## config.mk

```make
export PLATFORM = sky130hd
export DESIGN_NAME = fft_input_framer
export DESIGN_NICKNAME = d
export VERILOG_FILES = /design/src/rtl/fft_pkg.sv /design/src/rtl/fft_frame_bank.sv /design/src/rtl/fft_input_framer.sv
export SDC_FILE = /design/constraint.sdc
export NUM_CORES = 1
export LEC_CHECK = 0
export CELL_PAD_IN_SITES_DETAIL_PLACEMENT = 0
export CELL_PAD_IN_SITES_GLOBAL_PLACEMENT = 1
export CORE_ASPECT_RATIO = 0.8
export CORE_MARGIN = 1.5
export CORE_UTILIZATION = 46
export CTS_CLUSTER_SIZE = 28
export DETAILED_ROUTE_END_ITERATION = 10
export PLACE_DENSITY_LB_ADDON = 0.1
export RECOVER_POWER = 100
export SLEW_MARGIN = 25
export SYNTH_ARGS = -nofsm -noshare
export SYNTH_HDL_FRONTEND = slang
export SYNTH_SLANG_ARGS = --single-unit
```

## constraint.sdc

```tcl
create_clock -name clk -period 23.2 [get_ports clk]
set_input_delay 2.32 -clock clk [delete_from_list [all_inputs] [get_ports clk]]
set_output_delay 2.32 -clock clk [all_outputs]
set_load 0.01 [all_outputs]
```

## src/rtl/fft_pkg.sv

```systemverilog
// ---------------------------------------------------------------------------
// fft_pkg
// Shared definitions for the FFT input framer:
//   DW          - sample component width (signed real / imaginary)
//   N           - samples per frame (the framer is built for N = 8 only)
//   IW          - width of the in-frame write index
//   fsm_state_e - output FSM states (IDLE / RUN)
//   bitrev3()   - 3-bit bit reversal used when FFT_FRAMER_BITREV_EN is defined
// ---------------------------------------------------------------------------
package fft_pkg;

    localparam int DW = 16;
    localparam int N  = 8;
    localparam int IW = 3;

    typedef enum logic [0:0] {
        ST_IDLE = 1'b0,
        ST_RUN  = 1'b1
    } fsm_state_e;

    // Reverse the three index bits: 0,1,2,3,4,5,6,7 -> 0,4,2,6,1,5,3,7.
    function automatic logic [IW-1:0] bitrev3(input logic [IW-1:0] k);
        return {k[0], k[1], k[2]};
    endfunction

endpackage

```

## src/rtl/fft_frame_bank.sv

```systemverilog
// ---------------------------------------------------------------------------
// fft_frame_bank
// One frame bank: N complex lanes of DW bits each plus a "full" flag.
//   clk, rst     - clock, asynchronous active-high reset
//   we_i         - write the sample on re_i/im_i into lane lane_i
//   lane_i       - target lane of the write
//   re_i, im_i   - sample components, stored unmodified
//   set_full_i   - mark the bank full (last sample of a frame written)
//   clr_full_i   - release the bank after the FFT consumed it
//   xr_o, xi_o   - lane contents, lane j = bits [DW*j +: DW]
//   full_o       - bank holds a complete, not yet consumed frame
// ---------------------------------------------------------------------------
module fft_frame_bank #(
    parameter int DW = fft_pkg::DW,
    parameter int N  = fft_pkg::N
) (
    input  logic                 clk,
    input  logic                 rst,
    input  logic                 we_i,
    input  logic [$clog2(N)-1:0] lane_i,
    input  logic [DW-1:0]        re_i,
    input  logic [DW-1:0]        im_i,
    input  logic                 set_full_i,
    input  logic                 clr_full_i,
    output logic [N*DW-1:0]      xr_o,
    output logic [N*DW-1:0]      xi_o,
    output logic                 full_o
);

    logic [N*DW-1:0] xr_q;
    logic [N*DW-1:0] xi_q;
    logic            full_q;
    logic            full_d;

    // Next value of the full flag; set and clear never coincide because a
    // full bank is never written and an empty bank is never released.
    always_comb begin
        full_d = full_q;
        if (set_full_i) begin
            full_d = 1'b1;
        end else if (clr_full_i) begin
            full_d = 1'b0;
        end else begin
            full_d = full_q;
        end
    end

    // Lane storage and full flag registers.
    always_ff @(posedge clk or posedge rst) begin
        if (rst) begin
            xr_q   <= '0;
            xi_q   <= '0;
            full_q <= 1'b0;
        end else begin
            if (we_i) begin
                xr_q[int'(lane_i)*DW +: DW] <= re_i;
                xi_q[int'(lane_i)*DW +: DW] <= im_i;
            end
            full_q <= full_d;
        end
    end

    assign xr_o   = xr_q;
    assign xi_o   = xi_q;
    assign full_o = full_q;

endmodule

```

## src/rtl/fft_input_framer.sv

```systemverilog
// ---------------------------------------------------------------------------
// fft_input_framer
// Collects a stream of complex samples into 8-sample frames using two
// ping-pong banks and hands complete frames to an FFT in arrival order.
//   clk, rst           - clock, asynchronous active-high reset
//   s_valid / s_ready  - upstream sample handshake
//   s_re, s_im         - signed sample components
//   frame_xr, frame_xi - presented frame, lane j = bits [DW*j +: DW]
//   fft_start          - frame valid, held high until fft_done
//   fft_done           - one-cycle completion pulse from the FFT
//   busy               - mirrors fft_start
// Build option: define FFT_FRAMER_BITREV_EN to store sample k in lane
// bitrev3(k) instead of lane k.
// ---------------------------------------------------------------------------
module fft_input_framer #(
    parameter int DW = fft_pkg::DW,
    parameter int N  = fft_pkg::N
) (
    input  logic            clk,
    input  logic            rst,
    input  logic            s_valid,
    output logic            s_ready,
    input  logic [DW-1:0]   s_re,
    input  logic [DW-1:0]   s_im,
    output logic [N*DW-1:0] frame_xr,
    output logic [N*DW-1:0] frame_xi,
    output logic            fft_start,
    input  logic            fft_done,
    output logic            busy
);

    import fft_pkg::*;

    logic [IW-1:0] wr_idx_q, wr_idx_d;
    logic          fill_bank_q, fill_bank_d;   // bank receiving samples
    logic          pres_bank_q, pres_bank_d;   // oldest bank, shown to FFT
    fsm_state_e    state_q, state_d;
    logic          start_q, start_d;

    logic [1:0]      full_s;
    logic [1:0]      we_s;
    logic [1:0]      set_full_s;
    logic [1:0]      clr_full_s;
    logic [N*DW-1:0] xr_s [2];
    logic [N*DW-1:0] xi_s [2];
    logic            xfer_s;
    logic [IW-1:0]   lane_s;

    // The fill bank is only blocked when it still holds an unconsumed frame,
    // which can only happen when both banks are full.
    assign s_ready = ~full_s[fill_bank_q];
    assign xfer_s  = s_valid & s_ready;

`ifdef FFT_FRAMER_BITREV_EN
    assign lane_s = bitrev3(wr_idx_q);
`else
    assign lane_s = wr_idx_q;
`endif

    // Fill-side pointer update and FSM next state. When no bank is full the
    // presented bank equals the fill bank, so a frame completing in IDLE is
    // seen through set_full_s and started with one cycle of latency.
    always_comb begin
        wr_idx_d    = wr_idx_q;
        fill_bank_d = fill_bank_q;
        pres_bank_d = pres_bank_q;
        state_d     = state_q;
        we_s        = 2'b00;
        set_full_s  = 2'b00;
        clr_full_s  = 2'b00;

        if (xfer_s) begin
            we_s[fill_bank_q] = 1'b1;
            wr_idx_d          = wr_idx_q + 3'd1;
            if (wr_idx_q == 3'd7) begin
                set_full_s[fill_bank_q] = 1'b1;
                fill_bank_d             = ~fill_bank_q;
            end else begin
                fill_bank_d = fill_bank_q;
            end
        end else begin
            wr_idx_d = wr_idx_q;
        end

        case (state_q)
            ST_IDLE: begin
                if (full_s[pres_bank_q] || set_full_s[pres_bank_q]) begin
                    state_d = ST_RUN;
                end else begin
                    state_d = ST_IDLE;
                end
            end
            ST_RUN: begin
                // Always pass through IDLE so fft_start shows a gap.
                if (fft_done) begin
                    clr_full_s[pres_bank_q] = 1'b1;
                    pres_bank_d             = ~pres_bank_q;
                    state_d                 = ST_IDLE;
                end else begin
                    state_d = ST_RUN;
                end
            end
            default: begin
                state_d = ST_IDLE;
            end
        endcase

        start_d = (state_d == ST_RUN);
    end

    // FSM state and registered start output.
    always_ff @(posedge clk or posedge rst) begin
        if (rst) begin
            state_q <= ST_IDLE;
            start_q <= 1'b0;
        end else begin
            state_q <= state_d;
            start_q <= start_d;
        end
    end

    // Write index and bank pointers.
    always_ff @(posedge clk or posedge rst) begin
        if (rst) begin
            wr_idx_q    <= 3'd0;
            fill_bank_q <= 1'b0;
            pres_bank_q <= 1'b0;
        end else begin
            wr_idx_q    <= wr_idx_d;
            fill_bank_q <= fill_bank_d;
            pres_bank_q <= pres_bank_d;
        end
    end

    fft_frame_bank #(.DW(DW), .N(N)) u_bank0 (
        .clk        (clk),
        .rst        (rst),
        .we_i       (we_s[0]),
        .lane_i     (lane_s),
        .re_i       (s_re),
        .im_i       (s_im),
        .set_full_i (set_full_s[0]),
        .clr_full_i (clr_full_s[0]),
        .xr_o       (xr_s[0]),
        .xi_o       (xi_s[0]),
        .full_o     (full_s[0])
    );

    fft_frame_bank #(.DW(DW), .N(N)) u_bank1 (
        .clk        (clk),
        .rst        (rst),
        .we_i       (we_s[1]),
        .lane_i     (lane_s),
        .re_i       (s_re),
        .im_i       (s_im),
        .set_full_i (set_full_s[1]),
        .clr_full_i (clr_full_s[1]),
        .xr_o       (xr_s[1]),
        .xi_o       (xi_s[1]),
        .full_o     (full_s[1])
    );

    assign frame_xr  = pres_bank_q ? xr_s[1] : xr_s[0];
    assign frame_xi  = pres_bank_q ? xi_s[1] : xi_s[0];
    assign fft_start = start_q;
    assign busy      = start_q;

endmodule

```

# After elaboration in Yosys (flattened, before gate mapping)
# Index checks and enable logic that the tools add are counted.
[totals]
register_bits = 520
inputBits = 36
[classes]
addsub = 2
n_lt_le_gt_ge = 4
n_eq_ne = 1
shift = 3
n_mux = 28
bitwise_logic = 5
reduce_logical = 7
[ops]
columns = ["operator", "count"]
rows = [
  ["bitwise mux 128 bit", 4],
  ["two-way mux 128 bit", 2],
  ["indexed part select 16 x 33 -> 128 bit", 2],
  ["variable shift 16 x 33 -> 128 bit (first input constant)", 1],
  ["negator 7 -> 33 bit", 1],
  ["two-way mux 1 bit", 14],
  ["two-way mux 2 bit", 5],
  ["less-than comparator 1 x 2 -> 1 bit (second input constant)", 2],
  ["NOT 1 bit", 4],
  ["AND reduction 2 bit", 2],
  ["nonzero test 2 bit", 2],
  ["adder 3 x 1 -> 3 bit (second input constant)", 1],
  ["equality test 3 bit (second input constant)", 1],
  ["demux 1 bit (select 1 bit)", 2],
  ["greater-or-equal comparator 1 bit (second input constant)", 2],
  ["logical AND 1 bit", 2],
  ["one-hot mux 1 bit (2 select lines)", 1],
  ["AND 1 bit", 1],
  ["logical OR 1 bit", 1],
]

# Longest topological paths before layout
# Gate-level depths: netlist (run 1).
[depth]
word_depth = 11
depth_mapped = 10

# Hierarchy
# A second synthesis (run 1) with hierarchy kept.
[unflattened]
cells_unflattened = 1876
area_unflattened_um2 = 25269.2
[by_module_without_submodules]
columns = ["mod", "instances", "cells_per_inst", "area_per_inst_um2"]
rows = [
  ["fft_frame_bank (u_bank0)", 1, 820, 11091.9],
  ["fft_frame_bank (u_bank1)", 1, 739, 10615.2],
  ["fft_input_framer", 1, 317, 3562.2],
]

# Worst setup path before layout (run 1)
# Ideal clock, no wire load.
[synth_path]
path_type = "flip-flop to output port"
startpoint = "reg pres_bank_q"
endpoint = "out frame_xi[100]"
arrival_ps = 1496
required_ps = 20880
slack_ps = 19384
stages_incl_launch_ff = 5
path_cell_list = "dfrtp_1 -> clkbuf_1 -> clkbuf_1 -> buf_2 -> mux2_2"
[synth_between]
elab_chain_len = 1
[synth_lines]
columns = ["item", "line", "text"]
rows = [
  ["start, declared", "fft_input_framer.sv:36", "logic pres_bank_q, pres_bank_d;"],
  ["start signal, assigned", "fft_input_framer.sv:131", "pres_bank_q <= pres_bank_d;"],
  ["two-way mux 128 bit", "fft_input_framer.sv:164", "assign frame_xi = pres_bank_q ? xi_s[1] : xi_s[0];"],
  ["end, declared", "fft_input_framer.sv:26", "output logic [N*DW-1:0] frame_xi,"],
]
# Every way passes these cells.

==> qor.yml, run 1 <==
status: "finished, violations left"
failed_checks: "capacitance limit, slew limit"
cts_hold_buf: 0
cp.arrival_ps: 11640
worst_path_max_delay_cell: "clkbuf_1"
cp_top_family: "buffers and inverters"
dp_hpwl_um: 41500
hold_violations: 0
grt_pass1_wl_um: 96600
switchingPower_uw: 1350
ios: 295
grtUsageTotal: 0.241
area_growth_pct: 21.7
grt_pass1_vias: 15700
finalSetupViolations: 0
worst_slew_pin_slew_ps: 4970
cts-root-buf: "clkbuf_16"
rows: 74
combPwrFrac: 0.417
p_leak_uw: 0.0146
drt_pass1_iterations: 5
synth_nets: 1787
p_per_area_nw_per_um2: 134
htreeDepth: 2
skew_ps: 15.8
die-area_sq_um: 53000
crit_path_end_kind: "async pin"
antenna_left: 0
drtIter0Drc: 723
worstPathRequired_ps: 23140
cts_buffers: 54
yosysWarningCount: 0
ys_top_cells_by_area: "dfrtp_1 (55%), mux2_2 (30%), mux2i_1 (2.6%)"
yosysUniqueCellTypes: 35
viasPerCell: 5.42
insertion_delay_ps: 610
start_kind: "input pin"
syn_inst: 1744
synth_seq_cells: 520
drt_wl_total_um: 63600
critPathMaxStageDelay_ps: 3340
max_freq_ghz: 0.0855
drive_gt1_frac: 0.308
drv_cap: 27
grt_max_degree: 113
drt-wirelength-per-cell_um: 23.3
p_total_uw: 3870
crit_buf_inv: 4
p_int_uw: 2520
vias: 14800
post_cts_buffers: 0
netSwitchingFraction: 0.348
vdd_drop_max_v: 0.0000653
power_frac_seq: 0.356
rsz0062_at_grt: "false"
nets: 2044
period_needed_ps: 11700
grt.overflow.total: 0
core_sq_um: 51000
cts_tree: "built"
cp_max_fo: 112
dp.cells: 2628
ys_seq_area_frac: 0.548
yosysTopAreaCellShare: 0.548
finalCritPeriodShare: 0.504
avgSynthCellArea_sq_um: 13.6
synth_top_area_cell: "dfrtp_1"
netlist_area_sq_um: 23700
antenna_found_initial: 3
setup_tns_ps: 0
slew_violations: 1336
crit_type: "in2async"
die_h_um: 206
final-instance-count-excl-fill: 2727
drc: 0
clkTransAtPathRegs_ps: 60
post_cts_resized: 0
path_cells: "dlygate4sd3_1, clkinvlp_2, clkbuf_1, clkbuf_1"
numPortBuffers: 294
crit_top_cell: "clkbuf_1"
cts.sinks: 520
max_slew_margin: -2.33
ctsLongestPathBuffers: 3
gp_congestion: 0.791
pwr-share-clk: 0.227
die_x_um: 257
hold_class: "reg2reg"
start_util: 0.465
## power by group through the flow
stage	registers, uW	clock network [uW]	logic (uW)
after floorplan	1330	0	994
after global placement	1370	0	1650
after detailed placement	1390	0	1670
after CTS	1380	900	1680
after global routing	1420	940	1740
final	1380	880	1610
## cells in the mapped netlist (all sizes together)
cell and n:
a22o 1, and2 19, and3 19, buf 70, clkbuf 46, dfrtp 520, ha 7, inv 64
mux2 681, mux2i 61, nand2 70, nand2b 24, nand3 5, nand3b 1, nand4 32, nor2 68
nor2b 3, nor3 1, nor3b 7, nor4 1, nor4b 1, o21ai 32, o311a 3, o31a 1
or2 2, or3b 1, or4 1, xnor2 2, xor2 1
## metrics by stage
step	worst slack [ps]	cell area (sq um)	utilization	hold slack, ps
floorplan	6350	23700	-	452
global route	9200	28900	0.566	496
global placement	17820	27200	0.532	461
detailed placement	17790	27200	0.533	469
CTS	17360	29000	0.568	485
finish	11500	28900	0.566	483
## layout by cell type (no fill, tap or decap), types with 2 or more instances in the layout
cell type        instances
mux2_2                 532
dfrtp_1                520
dlygate4sd3_1          155
mux2_1                 149
clkdlybuf4s50_1        139
nand2_1                 69
nor2_1                  67
inv_1                   63
mux2i_1                 61
clkbuf_16               57
clkbuf_1                34
nand4_1                 32
o21ai_0                 32
nand2b_1                24
clkbuf_8                21
and3_1                  19
and2_1                  19
ha_1                     7
nor3b_1                  6
buf_4                    5
o311a_1                  3
nand3_1                  3
nor2b_1                  2
nand3_2                  2
xnor2_1                  2
clkinv_2                 2
## final timing paths
check	cells past startpoint	slack [ps]	endpoint	startpoint
setup / recovery	4	11500	u_bank0.xi_o[24]	rst
hold reg to reg	1	480	u_bank0.xi_o[10]	u_bank0.xi_o[10]
max in group clk	3	12760	frame_xr[65]	pres_bank_q
hold / removal	1	480	u_bank0.xi_o[10]	u_bank0.xi_o[10]
min in group asynchronous	2	3670	u_bank0.xr_o[100]	rst
setup reg to reg	3	16540	busy	pres_bank_q
## cells by family (layout without fill, tap and decap cells)
| logic type | Yosys count | in the layout | synth area share |
|---|---|---|---|
| mux | 742 | 742 | 0.349 |
| flops | 520 | 520 | 0.548 |
| simple gates | 255 | 255 | 0.0535 |
| buf+inv | 180 | 478 | 0.0357 |
| compound gates | 37 | 37 | 0.00875 |
| fa+ha+maj | 7 | 7 | 0.00369 |
| xor+xnor | 3 | 3 | 0.00111 |
| other cells | 0 | 1 | 0 |
## worst reg2reg max path: cells and delay by family, from the launching register on
family | cells | cell delay [ps]
muxes | 1 | 570
DFF | 1 | 2180
buffers and inverters | 1 | 3500
AOI/OAI and AO/OA | 1 | 290
## flip-flops by register name (all words and copies together), names as in the netlist
register,flops
busy,1
fill_bank_q,1
lane_s,3
pres_bank_q,1
u_bank0.full_o,1
u_bank0.xi_o,128
u_bank0.xr_o,128
u_bank1.full_o,1
u_bank1.xi_o,128
u_bank1.xr_o,128
## final cells by class
cell class,count,area [sq um]
diodes,1,2.50
clock buffers,94,1780
clock inverters,3,40.0
fillers,4222,22100
inverters,64,241
multi-input cells,1044,9910
flip-flops and latches,520,13000
well taps,684,856
repair buffers,317,3050
## routing by layer
metal / wire [um] / track usage / vias to the layer above
li1: - / - / 6607
met1: 31300 / 0.361 / 7809
met2: 28900 / 0.368 / 271
met3: 2170 / 0.0337 / 80
met4: 1230 / 0.0607 / 2
met5: 8 / 0 / -
No activity file was read; power rests on OpenSTA's default activity.
==> run 2, diff against run 1 <==
- CORE_UTILIZATION: 46 -> 42
- clock period: 23.2 -> 10.2 ns (I/O delays scaled with it)
==> qor.yml, run 2 (synthesis results as in run 1) <==
status: "finished, violations left"
failed_checks: "capacitance limit, slew limit"
crit_type: "reg2out"
grt_pass1_vias: 15600
start_kind: "flip-flop"
cts_tree: "built"
setup_tns_ps: 0
vdd_drop_max_v: 0.000130
antenna_left: 0
crit_buf_inv: 2
regArea_sq_um: 13000
gp_congestion: 0.786
grt_pass1_wl_um: 99400
hold_depth: 1
slew_violations: 631
vias: 14800
dp_hpwl_um: 43800
path_cells: "buf_4, o21ai_0, dlygate4sd3_1"
final_common_cell: "mux2_2"
hold_violations: 0
r2r-start: "lane_s[1]"
core_sq_um: 55600
crit_path_end_kind: "output port"
start_util: 0.427
area_growth_pct: 22.0
reg2reg_to: "u_bank1.xr_o[64]"
grt.overflow.total: 0
worst_slew_pin_slew_ps: 3140
p_per_area_nw_per_um2: 301
post_cts_resized: 0
p_leak_uw: 0.0147
post_cts_buffers: 0
grt_max_degree: 178
critPathMaxStageDelay_ps: 2470
ios: 295
antenna_found_initial: 4
post_dp_cell_area_sq_um: 27300
clkTransAtPathRegs_ps: 60
rsz0062_at_grt: "false"
nFillCells: 4818
antenna_cells: 0
dp.cells: 2696
cts_hold_buf: 0
drc: 0
r2r_setup_slack_ps: 5690
die_x_um: 269
min_from: "u_bank1.xi_o[39]"
viasPerCell: 5.28
drv_cap: 17
htreeDepth: 2
reg2reg_depth: 7
final-instance-count-excl-fill: 2796
cts.sinks: 520
cp.arrival_ps: 5330
cts-root-buf: "clkbuf_16"
max_slew_margin: -1.09
die-area_sq_um: 58000
drt_wl_total_um: 65700
worst_path_max_delay_cell: "dfrtp_1"
finalCritPeriodShare: 0.623
skew_ps: 20.7
drtIter0Drc: 842
hold_class: "reg2reg"
numPortBuffers: 294
finalSetupViolations: 0
max_freq_ghz: 0.157
cp_top_family: "flip-flops"
most-common-layout-cells: "mux2_2 (570), dfrtp_1 (520), dlygate4sd3_1 (194)"
worstPathRequired_ps: 9180
drt-wirelength-per-cell_um: 23.5
ctsLongestPathBuffers: 3
min_to: "u_bank1.xi_o[39]"
grtUsageTotal: 0.230
period_needed_ps: 6350
drive_gt1_frac: 0.330
fin_area_sq_um: 29000
drt_pass1_iterations: 6
multiInputGateArea_sq_um: 9880
cp_max_fo: 76
nets: 2045
cts_buffers: 53
insertion_delay_ps: 600
die_h_um: 216
rows: 77
-- run 2: cell count changes in the layout (fill, tap and decap cells not counted), moves of 7 or more --
cell	change
mux2_2	+38
dlygate4sd3_1	+39
mux2_1	-38
clkdlybuf4s50_1	-39
buf_4	+7
clkbuf_1	-7
-- run 2: worst max-delay path by stage --
stage | start | endpoint | slack [ps] | cells after the start
after global placement | pres_bank_q | frame_xr[65] | 6070 | 3
after CTS | pres_bank_q | frame_xr[65] | 5410 | 3
after detailed placement | pres_bank_q | frame_xr[65] | 6100 | 3
after global routing | rst | u_bank0.xi_o[17] | 3530 | 4
after floorplan | rst | busy | 2120 | 1
final | pres_bank_q | frame_xr[78] | 3850 | 3
-- run 2: routing by layer --
metal	routed length [um]	vias up	share of wire	track usage
li1	-	6618	-	-
met1	31700	7738	0.48	0.346
met2	29700	309	0.45	0.343
met3	2940	91	0.045	0.0385
met4	1310	6	0.020	0.0547
met5	45	-	0.00069	0
-- run 2: area by class of cell --
class	instances	area share
Timing Repair Buffer	319	0.108
Tap cell	750	0.0324
Inverter	64	0.00843
Sequential cell	520	0.449
Clock inverter	12	0.00428
Multi-Input combinational cell	1044	0.341
Clock buffer	87	0.0564
-- run 2: power breakdown --
group	switching [uW]	internal (uW)	total, uW
Sequential	443	2760	3200
Combinational	1820	1750	3570
Clock	816	1140	1960
Total	3080	5650	8730
-- run 2: stage by stage --
stage / utilization / setup WS (ps) / total power, uW / hold WS (ps)
2_1_floorplan: - / 2120 / 5280 / 452
3_3_place_gp: 0.491 / 6070 / 6940 / 461
3_5_place_dp: 0.491 / 6100 / 7010 / 469
4_1_cts: 0.522 / 5410 / 9020 / 484
5_1_grt: 0.521 / 3530 / 9250 / 504
6_report: 0.521 / 3850 / 8730 / 480
